`src/rtl/vga_pkg.sv`:
```
// Shared VGA timing constants and the sync meter FSM state encoding.
package vga_pkg;

    // Default 640x480@60 timing, identical to the generator's defaults.
    localparam int H_VIEW  = 640;
    localparam int H_FRONT = 16;
    localparam int H_SYNC  = 96;
    localparam int H_BACK  = 48;
    localparam int H_TOTAL = H_VIEW + H_FRONT + H_SYNC + H_BACK;

    localparam int V_VIEW  = 480;
    localparam int V_FRONT = 10;
    localparam int V_SYNC  = 2;
    localparam int V_BACK  = 33;
    localparam int V_TOTAL = V_VIEW + V_FRONT + V_SYNC + V_BACK;

    // Lock acquisition states of the sync meter.
    typedef enum logic [1:0] {
        ST_SEARCH  = 2'd0,
        ST_MEASURE = 2'd1,
        ST_VERIFY  = 2'd2,
        ST_LOCKED  = 2'd3
    } meter_state_e;

endpackage

```
`src/rtl/vga_sync_meter_if.sv`:
```
// Video sync input and measurement bundle of the sync meter.
// There is no handshake: the sync lines are free-running levels and every
// measurement output is a level that is valid on every clock (frame_start is
// a single-cycle strobe).
interface vga_sync_meter_if #(
    parameter int H_CNT_W = 11,
    parameter int V_CNT_W = 10
);
    logic               hsync_in;
    logic               vsync_in;
    logic [H_CNT_W-1:0] h_total;
    logic [H_CNT_W-1:0] h_sync_w;
    logic [V_CNT_W-1:0] v_total;
    logic [V_CNT_W-1:0] v_sync_w;
    logic [H_CNT_W-1:0] line_pos;
    logic [V_CNT_W-1:0] line_num;
    logic               frame_start;
    logic               locked;
    logic               timeout;

    // Video source / observer side.
    modport master (
        output hsync_in, vsync_in,
        input  h_total, h_sync_w, v_total, v_sync_w,
        input  line_pos, line_num, frame_start, locked, timeout
    );

    // Meter side.
    modport slave (
        input  hsync_in, vsync_in,
        output h_total, h_sync_w, v_total, v_sync_w,
        output line_pos, line_num, frame_start, locked, timeout
    );
endinterface

```
`src/rtl/vga_sync_meter_sync_edge_detect.sv`:
```
// Polarity normalisation, synchronizer, and rise/fall strobes for one sync input.
module sync_edge_detect #(
    parameter bit POL    = 1'b1,
    parameter int STAGES = 2
) (
    input  logic clk,
    input  logic reset,
    input  logic sig_i,
    output logic rise_o,
    output logic fall_o
);
    logic              active;
    logic [STAGES-1:0] sync_q;
    logic              dly_q;
    logic              s;

    // 1 means "sync active" regardless of the source polarity.
    assign active = sig_i ^ ~POL;
    assign s      = sync_q[STAGES-1];

    // Synchronizer chain followed by one delay flop for edge detection.
    always_ff @(posedge clk) begin
        if (reset) begin
            sync_q <= '0;
            dly_q  <= 1'b0;
        end else begin
            sync_q[0] <= active;
            for (int i = 1; i < STAGES; i++) begin
                sync_q[i] <= sync_q[i-1];
            end
            dly_q <= s;
        end
    end

    assign rise_o = s & ~dly_q;
    assign fall_o = ~s & dly_q;
endmodule

```
`src/rtl/vga_sync_meter.sv`:
```
// Receive-side VGA sync meter: measures line/frame timing, tracks position
// within the frame and declares lock once the timing is stable.
module vga_sync_meter
    import vga_pkg::*;
#(
    parameter int H_CNT_W     = 11,
    parameter int V_CNT_W     = 10,
    parameter bit HSYNC_POL   = 1'b1,
    parameter bit VSYNC_POL   = 1'b1,
    parameter int SYNC_STAGES = 2,
    parameter int LOCK_LINES  = 16
) (
    input  logic            clk,
    input  logic            reset,
    vga_sync_meter_if.slave vid,
    output meter_state_e    dbg_state_o
);
    localparam int                 HM_W   = $clog2(LOCK_LINES + 1);
    localparam logic [H_CNT_W-1:0] H_MAX  = '1;
    localparam logic [V_CNT_W-1:0] V_MAX  = '1;
    localparam logic [HM_W-1:0]    HM_MAX = HM_W'(LOCK_LINES);

    logic h_rise, h_fall, v_rise, v_fall;

    sync_edge_detect #(.POL(HSYNC_POL), .STAGES(SYNC_STAGES)) u_h_edge (
        .clk(clk), .reset(reset), .sig_i(vid.hsync_in), .rise_o(h_rise), .fall_o(h_fall)
    );
    sync_edge_detect #(.POL(VSYNC_POL), .STAGES(SYNC_STAGES)) u_v_edge (
        .clk(clk), .reset(reset), .sig_i(vid.vsync_in), .rise_o(v_rise), .fall_o(v_fall)
    );

    logic [H_CNT_W-1:0] hcnt_q, hcnt_d, h_total_q, h_total_d, h_sync_w_q, h_sync_w_d;
    logic [V_CNT_W-1:0] vcnt_q, vcnt_d, v_total_q, v_total_d, v_sync_w_q, v_sync_w_d;
    logic [HM_W-1:0]    hm_q, hm_d;
    logic               timeout_q, timeout_d, frame_start_q;
    meter_state_e       state_q, state_d;

    logic h_sat, v_sat, any_sat, h_match, v_match, hm_ok;

    // A counter is saturated when it sits at full scale and would otherwise advance.
    assign h_sat   = !h_rise && (hcnt_q == H_MAX);
    assign v_sat   = h_rise && !v_rise && (vcnt_q == V_MAX);
    assign any_sat = h_sat | v_sat;
    assign h_match = (hcnt_q == h_total_q);
    assign v_match = (vcnt_q == v_total_q);
    assign hm_ok   = (hm_q == HM_MAX);

    // Measurement counters, latches and the equal-line run counter.
    always_comb begin
        hcnt_d     = hcnt_q;
        h_total_d  = h_total_q;
        h_sync_w_d = h_sync_w_q;
        vcnt_d     = vcnt_q;
        v_total_d  = v_total_q;
        v_sync_w_d = v_sync_w_q;
        hm_d       = hm_q;
        timeout_d  = timeout_q | any_sat;

        if (h_rise) begin
            h_total_d = hcnt_q;
            hcnt_d    = H_CNT_W'(1);
        end else if (!h_sat) begin
            hcnt_d = hcnt_q + 1'b1;
        end
        if (h_fall) h_sync_w_d = hcnt_q;

        // A coincident h_rise already belongs to the new frame, hence vcnt = 1.
        if (v_rise) begin
            v_total_d = vcnt_q;
            vcnt_d    = h_rise ? V_CNT_W'(1) : '0;
        end else if (h_rise && !v_sat) begin
            vcnt_d = vcnt_q + 1'b1;
        end
        if (v_fall) v_sync_w_d = vcnt_q;

        // Compared against the previous line length, so the first line never counts.
        if (h_rise) begin
            if (!h_match)   hm_d = '0;
            else if (!hm_ok) hm_d = hm_q + 1'b1;
        end
    end

    // Lock FSM next-state logic.
    always_comb begin
        state_d = state_q;
        case (state_q)
            ST_SEARCH:  if (v_rise) state_d = ST_MEASURE;
            ST_MEASURE: begin
                if (any_sat)     state_d = ST_SEARCH;
                else if (v_rise) state_d = ST_VERIFY;
            end
            ST_VERIFY: begin
                if (any_sat)                          state_d = ST_SEARCH;
                else if (v_rise && v_match && hm_ok)  state_d = ST_LOCKED;
            end
            ST_LOCKED: begin
                if (any_sat || (h_rise && !h_match) || (v_rise && !v_match))
                    state_d = ST_SEARCH;
            end
            default: state_d = ST_SEARCH;
        endcase
    end

    // State and measurement registers.
    always_ff @(posedge clk) begin
        if (reset) begin
            state_q       <= ST_SEARCH;
            hcnt_q        <= '0;
            h_total_q     <= '0;
            h_sync_w_q    <= '0;
            vcnt_q        <= '0;
            v_total_q     <= '0;
            v_sync_w_q    <= '0;
            hm_q          <= '0;
            timeout_q     <= 1'b0;
            frame_start_q <= 1'b0;
        end else begin
            state_q       <= state_d;
            hcnt_q        <= hcnt_d;
            h_total_q     <= h_total_d;
            h_sync_w_q    <= h_sync_w_d;
            vcnt_q        <= vcnt_d;
            v_total_q     <= v_total_d;
            v_sync_w_q    <= v_sync_w_d;
            hm_q          <= hm_d;
            timeout_q     <= timeout_d;
            frame_start_q <= v_rise;
        end
    end

    // Output decode.
    always_comb begin
        vid.h_total     = h_total_q;
        vid.h_sync_w    = h_sync_w_q;
        vid.v_total     = v_total_q;
        vid.v_sync_w    = v_sync_w_q;
        vid.line_pos    = hcnt_q;
        vid.line_num    = vcnt_q;
        vid.frame_start = frame_start_q;
        vid.locked      = (state_q == ST_LOCKED);
        vid.timeout     = timeout_q;
        dbg_state_o     = state_q;
    end
endmodule
```
`src/flat_wrapper.sv`:
```
// flat-port wrapper written by rule: the top's interface ports become plain ports
module vga_sync_meter_flat import vga_pkg::*;
#(
    parameter int H_CNT_W     = 11,
    parameter int V_CNT_W     = 10,
    parameter bit HSYNC_POL   = 1'b1,
    parameter bit VSYNC_POL   = 1'b1,
    parameter int SYNC_STAGES = 2,
    parameter int LOCK_LINES  = 16
)
  (clk, reset, dbg_state_o, vid_hsync_in, vid_vsync_in, vid_h_total, vid_h_sync_w, vid_v_total, vid_v_sync_w, vid_line_pos, vid_line_num, vid_frame_start, vid_locked, vid_timeout);
  vga_sync_meter_if #(.H_CNT_W(H_CNT_W), .V_CNT_W(V_CNT_W)) vid_i ();
  input  logic clk;
  input  logic reset;
  output meter_state_e dbg_state_o;
  input wire logic [$bits(vid_i.hsync_in)-1:0] vid_hsync_in;
  input wire logic [$bits(vid_i.vsync_in)-1:0] vid_vsync_in;
  output wire logic [$bits(vid_i.h_total)-1:0] vid_h_total;
  output wire logic [$bits(vid_i.h_sync_w)-1:0] vid_h_sync_w;
  output wire logic [$bits(vid_i.v_total)-1:0] vid_v_total;
  output wire logic [$bits(vid_i.v_sync_w)-1:0] vid_v_sync_w;
  output wire logic [$bits(vid_i.line_pos)-1:0] vid_line_pos;
  output wire logic [$bits(vid_i.line_num)-1:0] vid_line_num;
  output wire logic [$bits(vid_i.frame_start)-1:0] vid_frame_start;
  output wire logic [$bits(vid_i.locked)-1:0] vid_locked;
  output wire logic [$bits(vid_i.timeout)-1:0] vid_timeout;
  assign vid_i.hsync_in = vid_hsync_in;
  assign vid_i.vsync_in = vid_vsync_in;
  assign vid_h_total = vid_i.h_total;
  assign vid_h_sync_w = vid_i.h_sync_w;
  assign vid_v_total = vid_i.v_total;
  assign vid_v_sync_w = vid_i.v_sync_w;
  assign vid_line_pos = vid_i.line_pos;
  assign vid_line_num = vid_i.line_num;
  assign vid_frame_start = vid_i.frame_start;
  assign vid_locked = vid_i.locked;
  assign vid_timeout = vid_i.timeout;
  vga_sync_meter #(.H_CNT_W(H_CNT_W), .V_CNT_W(V_CNT_W), .HSYNC_POL(HSYNC_POL), .VSYNC_POL(VSYNC_POL), .SYNC_STAGES(SYNC_STAGES), .LOCK_LINES(LOCK_LINES)) u_core (.clk(clk), .reset(reset), .vid(vid_i), .dbg_state_o(dbg_state_o));
endmodule
```
`config.mk`:
```
export PLATFORM = sky130hd
export DESIGN_NAME = vga_sync_meter_flat
export DESIGN_NICKNAME = d
export VERILOG_FILES = /design/src/rtl/vga_pkg.sv /design/src/rtl/vga_sync_meter_if.sv /design/src/rtl/vga_sync_meter_sync_edge_detect.sv /design/src/rtl/vga_sync_meter.sv /design/src/flat_wrapper.sv
export SDC_FILE = /design/constraint.sdc
export NUM_CORES = 1
export LEC_CHECK = 0
export ABC_AREA = 1
export BUFFER_PORTS_ARGS = -buffer_cell sky130_fd_sc_hd__buf_2
export CORE_MARGIN = 2
export CORE_UTILIZATION = 43
export DETAILED_ROUTE_END_ITERATION = 7
export PLACE_DENSITY = 0.65
export SYNTH_ARGS = -nofsm -noshare
export SYNTH_HDL_FRONTEND = slang
export SYNTH_HIERARCHICAL = 1
export SYNTH_SLANG_ARGS = --single-unit
```
`constraint.sdc`:
```
create_clock -name clk -period 4.1 [get_ports clk]
set_input_delay 1.025 -clock clk [delete_from_list [all_inputs] [get_ports clk]]
set_output_delay 1.025 -clock clk [all_outputs]
set_load 0.02 [all_outputs]
```
* Word-level counts from Yosys, hierarchy flattened
Cells that the tools add are included.
** Word-level totals
- Register bits after elaboration :: 78
- Bits in latches :: 0
- Memory bits (writable) :: 0
- Memory bits (read-only) :: 0
- Bits of input ports :: 4
- Output and inout bits :: 68
- Word-level logic and storage cells :: 76
- Memories kept :: 0
** Operators by class
- $add $sub $neg :: 3
- Multiply operators :: 0
- Div/mod/pow operators :: 0
- Order comparisons :: 0
- Equal/unequal tests :: 14
- Shift operators :: 0
- Muxes and demuxes :: 14
- Bitwise gates (word level) :: 10
- Reductions and logical operators :: 20
** Operators with widths (number)
- 10-bit two-way mux :: 2
- 2-bit two-way mux :: 6
- 11-bit by 1-bit adder with 11-bit output (second input constant) :: 1
- 11-bit == test :: 1
- 11-bit == test (second input constant) :: 1
- 10-bit by 1-bit adder with 10-bit output (second input constant) :: 1
- 10-bit == test :: 1
- 10-bit == test (second input constant) :: 1
- 5-bit two-way mux :: 2
- 1-bit logical AND :: 8
- 2-bit case mux with 4 select lines :: 1
- 2-bit by 1-bit inequality test with 1-bit output (second input constant) :: 3
- 3-bit by 1-bit inequality test with 1-bit output (second input constant) :: 2
- 5-bit by 1-bit adder with 5-bit output (second input constant) :: 1
- 5-bit == test (second input constant) :: 1
- 1-bit logical NOT :: 5
- 1-bit AND :: 4
- 2-bit == test (second input constant) :: 2
- 1-bit inverter :: 4
- 4-bit AND reduction :: 1
- 1-bit two-way mux :: 3
- 2-bit by 1-bit == test with 1-bit output (second input constant) :: 1
- 2-bit logical NOT :: 1
- 1-bit logical OR :: 2
- other kinds (5) :: 6

* Depth between registers and ports, before layout
- Depth after elaboration :: 10
- Mapped depth :: 13
- Gate-level depth less buffers :: 13

* Cells and area by module
The synthesis kept the hierarchy.
** Modules (own cells, without submodules)
- vga_sync_meter :: instances 1, cells an instance 434, area each 3243.1 µm², seq. area each 1441.4 µm²
- sync_edge_detect :: instances 2, cells an instance 12, area each 93.8 µm², seq. area each 60.1 µm²

* Worst setup path before layout
OpenSTA, ideal clock, no wires.
- Path type :: input -> register
- Start point :: input port reset
- End point :: register u_core.v_sync_w_q[0] (netlist: u_core/vid.v_sync_w[0])
- Library setup time :: 70 ps
- Arrival :: 1928 ps
- Data required time :: 4030 ps
- Setup slack :: 2102 ps
- Stages on the path :: 6
- Buffers on the path :: 3
- Cells stage by stage :: clkbuf_1 > inv_1 > clkbuf_1 > clkbuf_1 > o21ai_0 > a21oi_1
** RTL lines
- start, declared :: line flat_wrapper.sv:14 : input logic reset;
- end signal, assigned :: line vga_sync_meter.sv:124 : v_sync_w_q <= v_sync_w_d;
- end, declared :: line vga_sync_meter.sv:33 : logic [V_CNT_W-1:0] vcnt_q, vcnt_d, v_total_q, v_total_d, v_sync_w_q, v_sync_w_d;

* Worst setup path in the final report
- Start point :: register u_core.state_q[1] (netlist: u_core/dbg_state_o[1])
- End point :: output port vid_locked
** On the way
- Word-level cells in the longest chain between the ends :: 1
** Ends and longest elaborated chain
- start, declared :: line vga_sync_meter.sv:36 : meter_state_e state_q, state_d;
- start signal, assigned :: line vga_sync_meter.sv:118 : state_q <= state_d;
- 2-bit == test :: line vga_sync_meter.sv:140 : vid.locked = (state_q == ST_LOCKED);
- end, declared :: line flat_wrapper.sv:25 : output wire logic [$bits(vid_i.locked)-1:0] vid_locked;
No other way between the ends.

==> summary.md <==
| Metric | Value |
|---|---|
| Status | complete, no violations |
| Placed instance area | 3870 um^2 |
| Mapped Nets | 466 |
| Clock power frac | 40.2% |
| Fmax | 0.460 GHz |
| Initial Utilization | 44.4% |
| Nets | 537 |
| GRT busiest layer | met2 |
| Post-layout instance area | 4080 um^2 |
| Row cnt | 32 |
| Core box area | 7730 um^2 |
| Post-route insts no fill | 636 |
| Initial antenna violation count | 0 |
| Vias | 3211 |
| Mapped Area | 3430 um^2 |
| IO Port Bufs | 71 |
| Critical-path top delay cell | dfxtp_1 |
| TritonCTS clock tree | done |
| Chip height | 93.3 um |
| Slew @ Worst Pin | 1110 ps |
| Routed len/inst | 13.0 um |
| Routed Antenna Nets | 0 |
| Minimum clock period | 2170 ps |
| Post-Syn Instances | 458 |
| Top cell type's share of synthesized area | 45.5% |
| Clk Latency, worst-skew pair | 350 ps |
| Pin count of the biggest net entering global routing | 39 |
| CTS Buf Count | 9 |
| Pre-Repair DR Iteration Count | 4 |
| Number of remaining DRC errors | 0 |
| Placed Cells | 620 |
| Setup Skew | 13.6 ps |
| Worst Path Max Fanout | 5 |
| Total routed wirelength | 8.29 mm |
| Slew Limit Fails | 0 |
| H-tree Lvls | 3 |
| VDD IR max | 161 uV |
| Leak | 1.87 nW |
| Data arrival time of the worst path | 1150 ps |
| Hold Path Class | flip-flop to flip-flop |
| Slew Limit Headroom | 25.9% |
| Proportion of layout cells with a drive suffix above 1 | 20.8% |
| Critical Path End Type | output port |
| Share of the clock period used by the worst path after layout | 53.0% |
| Layout area overhead | 18.9% |
| Met1 Resource Use GR | 26.8% |
| First-pass GRT wire length | 13.4 mm |
| ANT cells | 0 |
| Crit path required time | 3070 ps |
| Met2 Track Usage GR | 29.3% |
| GR Util met3 | 3.71% |
| Post-CTS Repair Setup Buffers | 0 |
| Ys Warns | 6 |
| CTS Hold Bufs | 0 |
| Setup TNS | 0 ps |
| Switching pwr | 0.395 mW |
| Clock-pin transition on the worst setup and hold timing paths | 80 ps |
| Final HPWL from detailed placement | 5.98 mm |
| 1st-iter DRT viols | 166 |
| CTS resizes | 0 |
| Max cap viols | 0 |
| Die W | 93.3 um |
| Final setup viols | 0 |
| Mean Syn Cell Area | 7.49 um^2 |
| Flop2flop setup slack | 2200 ps |
| DR vias/cell | 5.05 |
| Switching share of power | 25.3% |
| Hold Fails Final Rpt | 0 |
| Largest area contributor in the netlist | dfxtp_1 |
| Post-synth EDFFs | 0 |
| Critical path class | flip-flop to output port |
| Crit-path cells | nand2_1 > inv_1 > buf_2 |
| PD cells | 383 nW/um^2 |
| Pint | 1.17 mW |
| Ys flop type | dfxtp_1 |
| Die area | 8710 um^2 |
| Critical Path Max Stage Delay | 410 ps |
| Async set-reset flop share out of synthesis | 0% |
| CTS root buf | clkbuf_8 |
| Top Ports | 72 |
| All-layer global routing usage | 19.4% |
| Overflow after GRT | 0 |
| Library cells used by synthesis | 30 |
| Post-synthesis register bit count | 78 |
| Ranking of synthesized cells by area | dfxtp_1 46%, nand2_1 9.2%, inv_1 7.3% |
| RSZ-0062 raised after global routing | no |
| Seq/Total Area, Yosys | 45.5% |
| Final Hold Slack | 405 ps |
| Vias in the first global route | 2859 |
| CTS Sinks | 78 |
| Flop pwr share | 51.0% |
| RePlAce Congestion | 0.856 |
| Comb pwr share | 8.9% |
| CTS Buffer Depth | 2 |
| Nature of the critical path startpoint | flip-flop |
layer usage:
metal	up-vias	wire (um)	share of wire, %
li1	1630	-	-
met1	1480	4030	49
met2	92	3750	45
met3	9	416	5.0
met4	0	93	1.1
met5	-	0	0
power groups by stage:
stage	clock network (mW)	logic (mW)	registers (mW)
2_1_floorplan	0	0.0768	0.833
3_3_place_gp	0	0.135	0.813
3_5_place_dp	0	0.138	0.814
4_1_cts	0.641	0.138	0.796
5_1_grt	0.681	0.153	0.800
6_report	0.628	0.138	0.796
synthesized netlist by cell type, types with 5 or more instances:
library cell	n
inv_1	67
nand2_2	8
nand4_1	11
o22ai_1	7
nand2_1	84
nand3_1	11
o21ai_0	44
a21oi_1	49
dfxtp_1	78
xor2_1	5
nand3_2	5
nor2_1	35
clkbuf_1	11
nor3_1	8
xnor2_1	7
flip-flops by register name (all words and copies together), names as in the netlist, 2 cells and up:
register and cells:
u_core/vid.line_pos 11, u_core/vid.line_num 10, u_core/u_v_edge/sync_q 2, u_core/dbg_state_o 2, u_core/vid.v_sync_w 10, u_core/u_h_edge/sync_q 2
u_core/vid.h_sync_w 11, u_core/vid.v_total 10, u_core/hm_q 5, u_core/vid.h_total 11
path summary, 6_finish.rpt:
check,from,to,cells past startpoint
worst max-delay path,u_core/dbg_state_o[1]$_SDFFE_PP0P_,vid_locked,3
worst min-delay path,u_core/u_v_edge/sync_q[0]$_SDFF_PP0_,u_core/u_v_edge/sync_q[1]$_SDFF_PP0_,2
worst max register to register,u_core/u_v_edge/sync_q[1]$_SDFF_PP0_,u_core/vid.line_num[7]$_SDFFE_PP0P_,11
worst min register to register,u_core/u_v_edge/sync_q[0]$_SDFF_PP0_,u_core/u_v_edge/sync_q[1]$_SDFF_PP0_,2
cells by family after synthesis:
group,after synthesis,share of synthesized area (%)
AND/OR/NAND/NOR,173,24.0
AO/OA/AOI/OAI,108,16.6
buffers and inverters,83,9.37
flip-flops,78,45.5
XOR/XNOR,12,3.06
adder cells (fa/ha/maj),4,1.46
per-stage QoR:
stage	util, %	setup WS [ps]	total power [mW]
4_1_cts	52.8	1890	1.58
6_report	52.8	1930	1.56
3_3_place_gp	50.0	1590	0.948
3_5_place_dp	50.0	1510	0.951
5_1_grt	52.8	1720	1.63
2_1_floorplan	-	2100	0.910
cell type report:
class                           instances  area [um^2]
Clock buffer                           11          131
Clock inverter                          5         82.6
Timing Repair Buffer                   72          363
Inverter                               71          267
Fill cell                             750         3650
Tap cell                              102          128
Sequential cell                        78         1560
Multi-Input combinational cell        297         1550
cell usage in the layout (no fill, tap or decap), types with 7 or more instances in the layout:
master    instances
nand2_1          84
clkbuf_8          9
a21oi_1          49
xnor2_1           7
o21ai_0          44
dfxtp_1          78
o22ai_1           7
nand3_1          11
nand2_2           8
nor2_1           35
nor3_1            8
buf_2            71
nand4_1          11
inv_1            67
worst max-delay path, delay by kind of cell (launching register included):
| family | cells | cell delay, ps |
|---|---|---|
| flops | 1 | 410 |
| buf+inv | 2 | 280 |
| simple gates | 1 | 120 |
(Power assumes the default switching activity.)
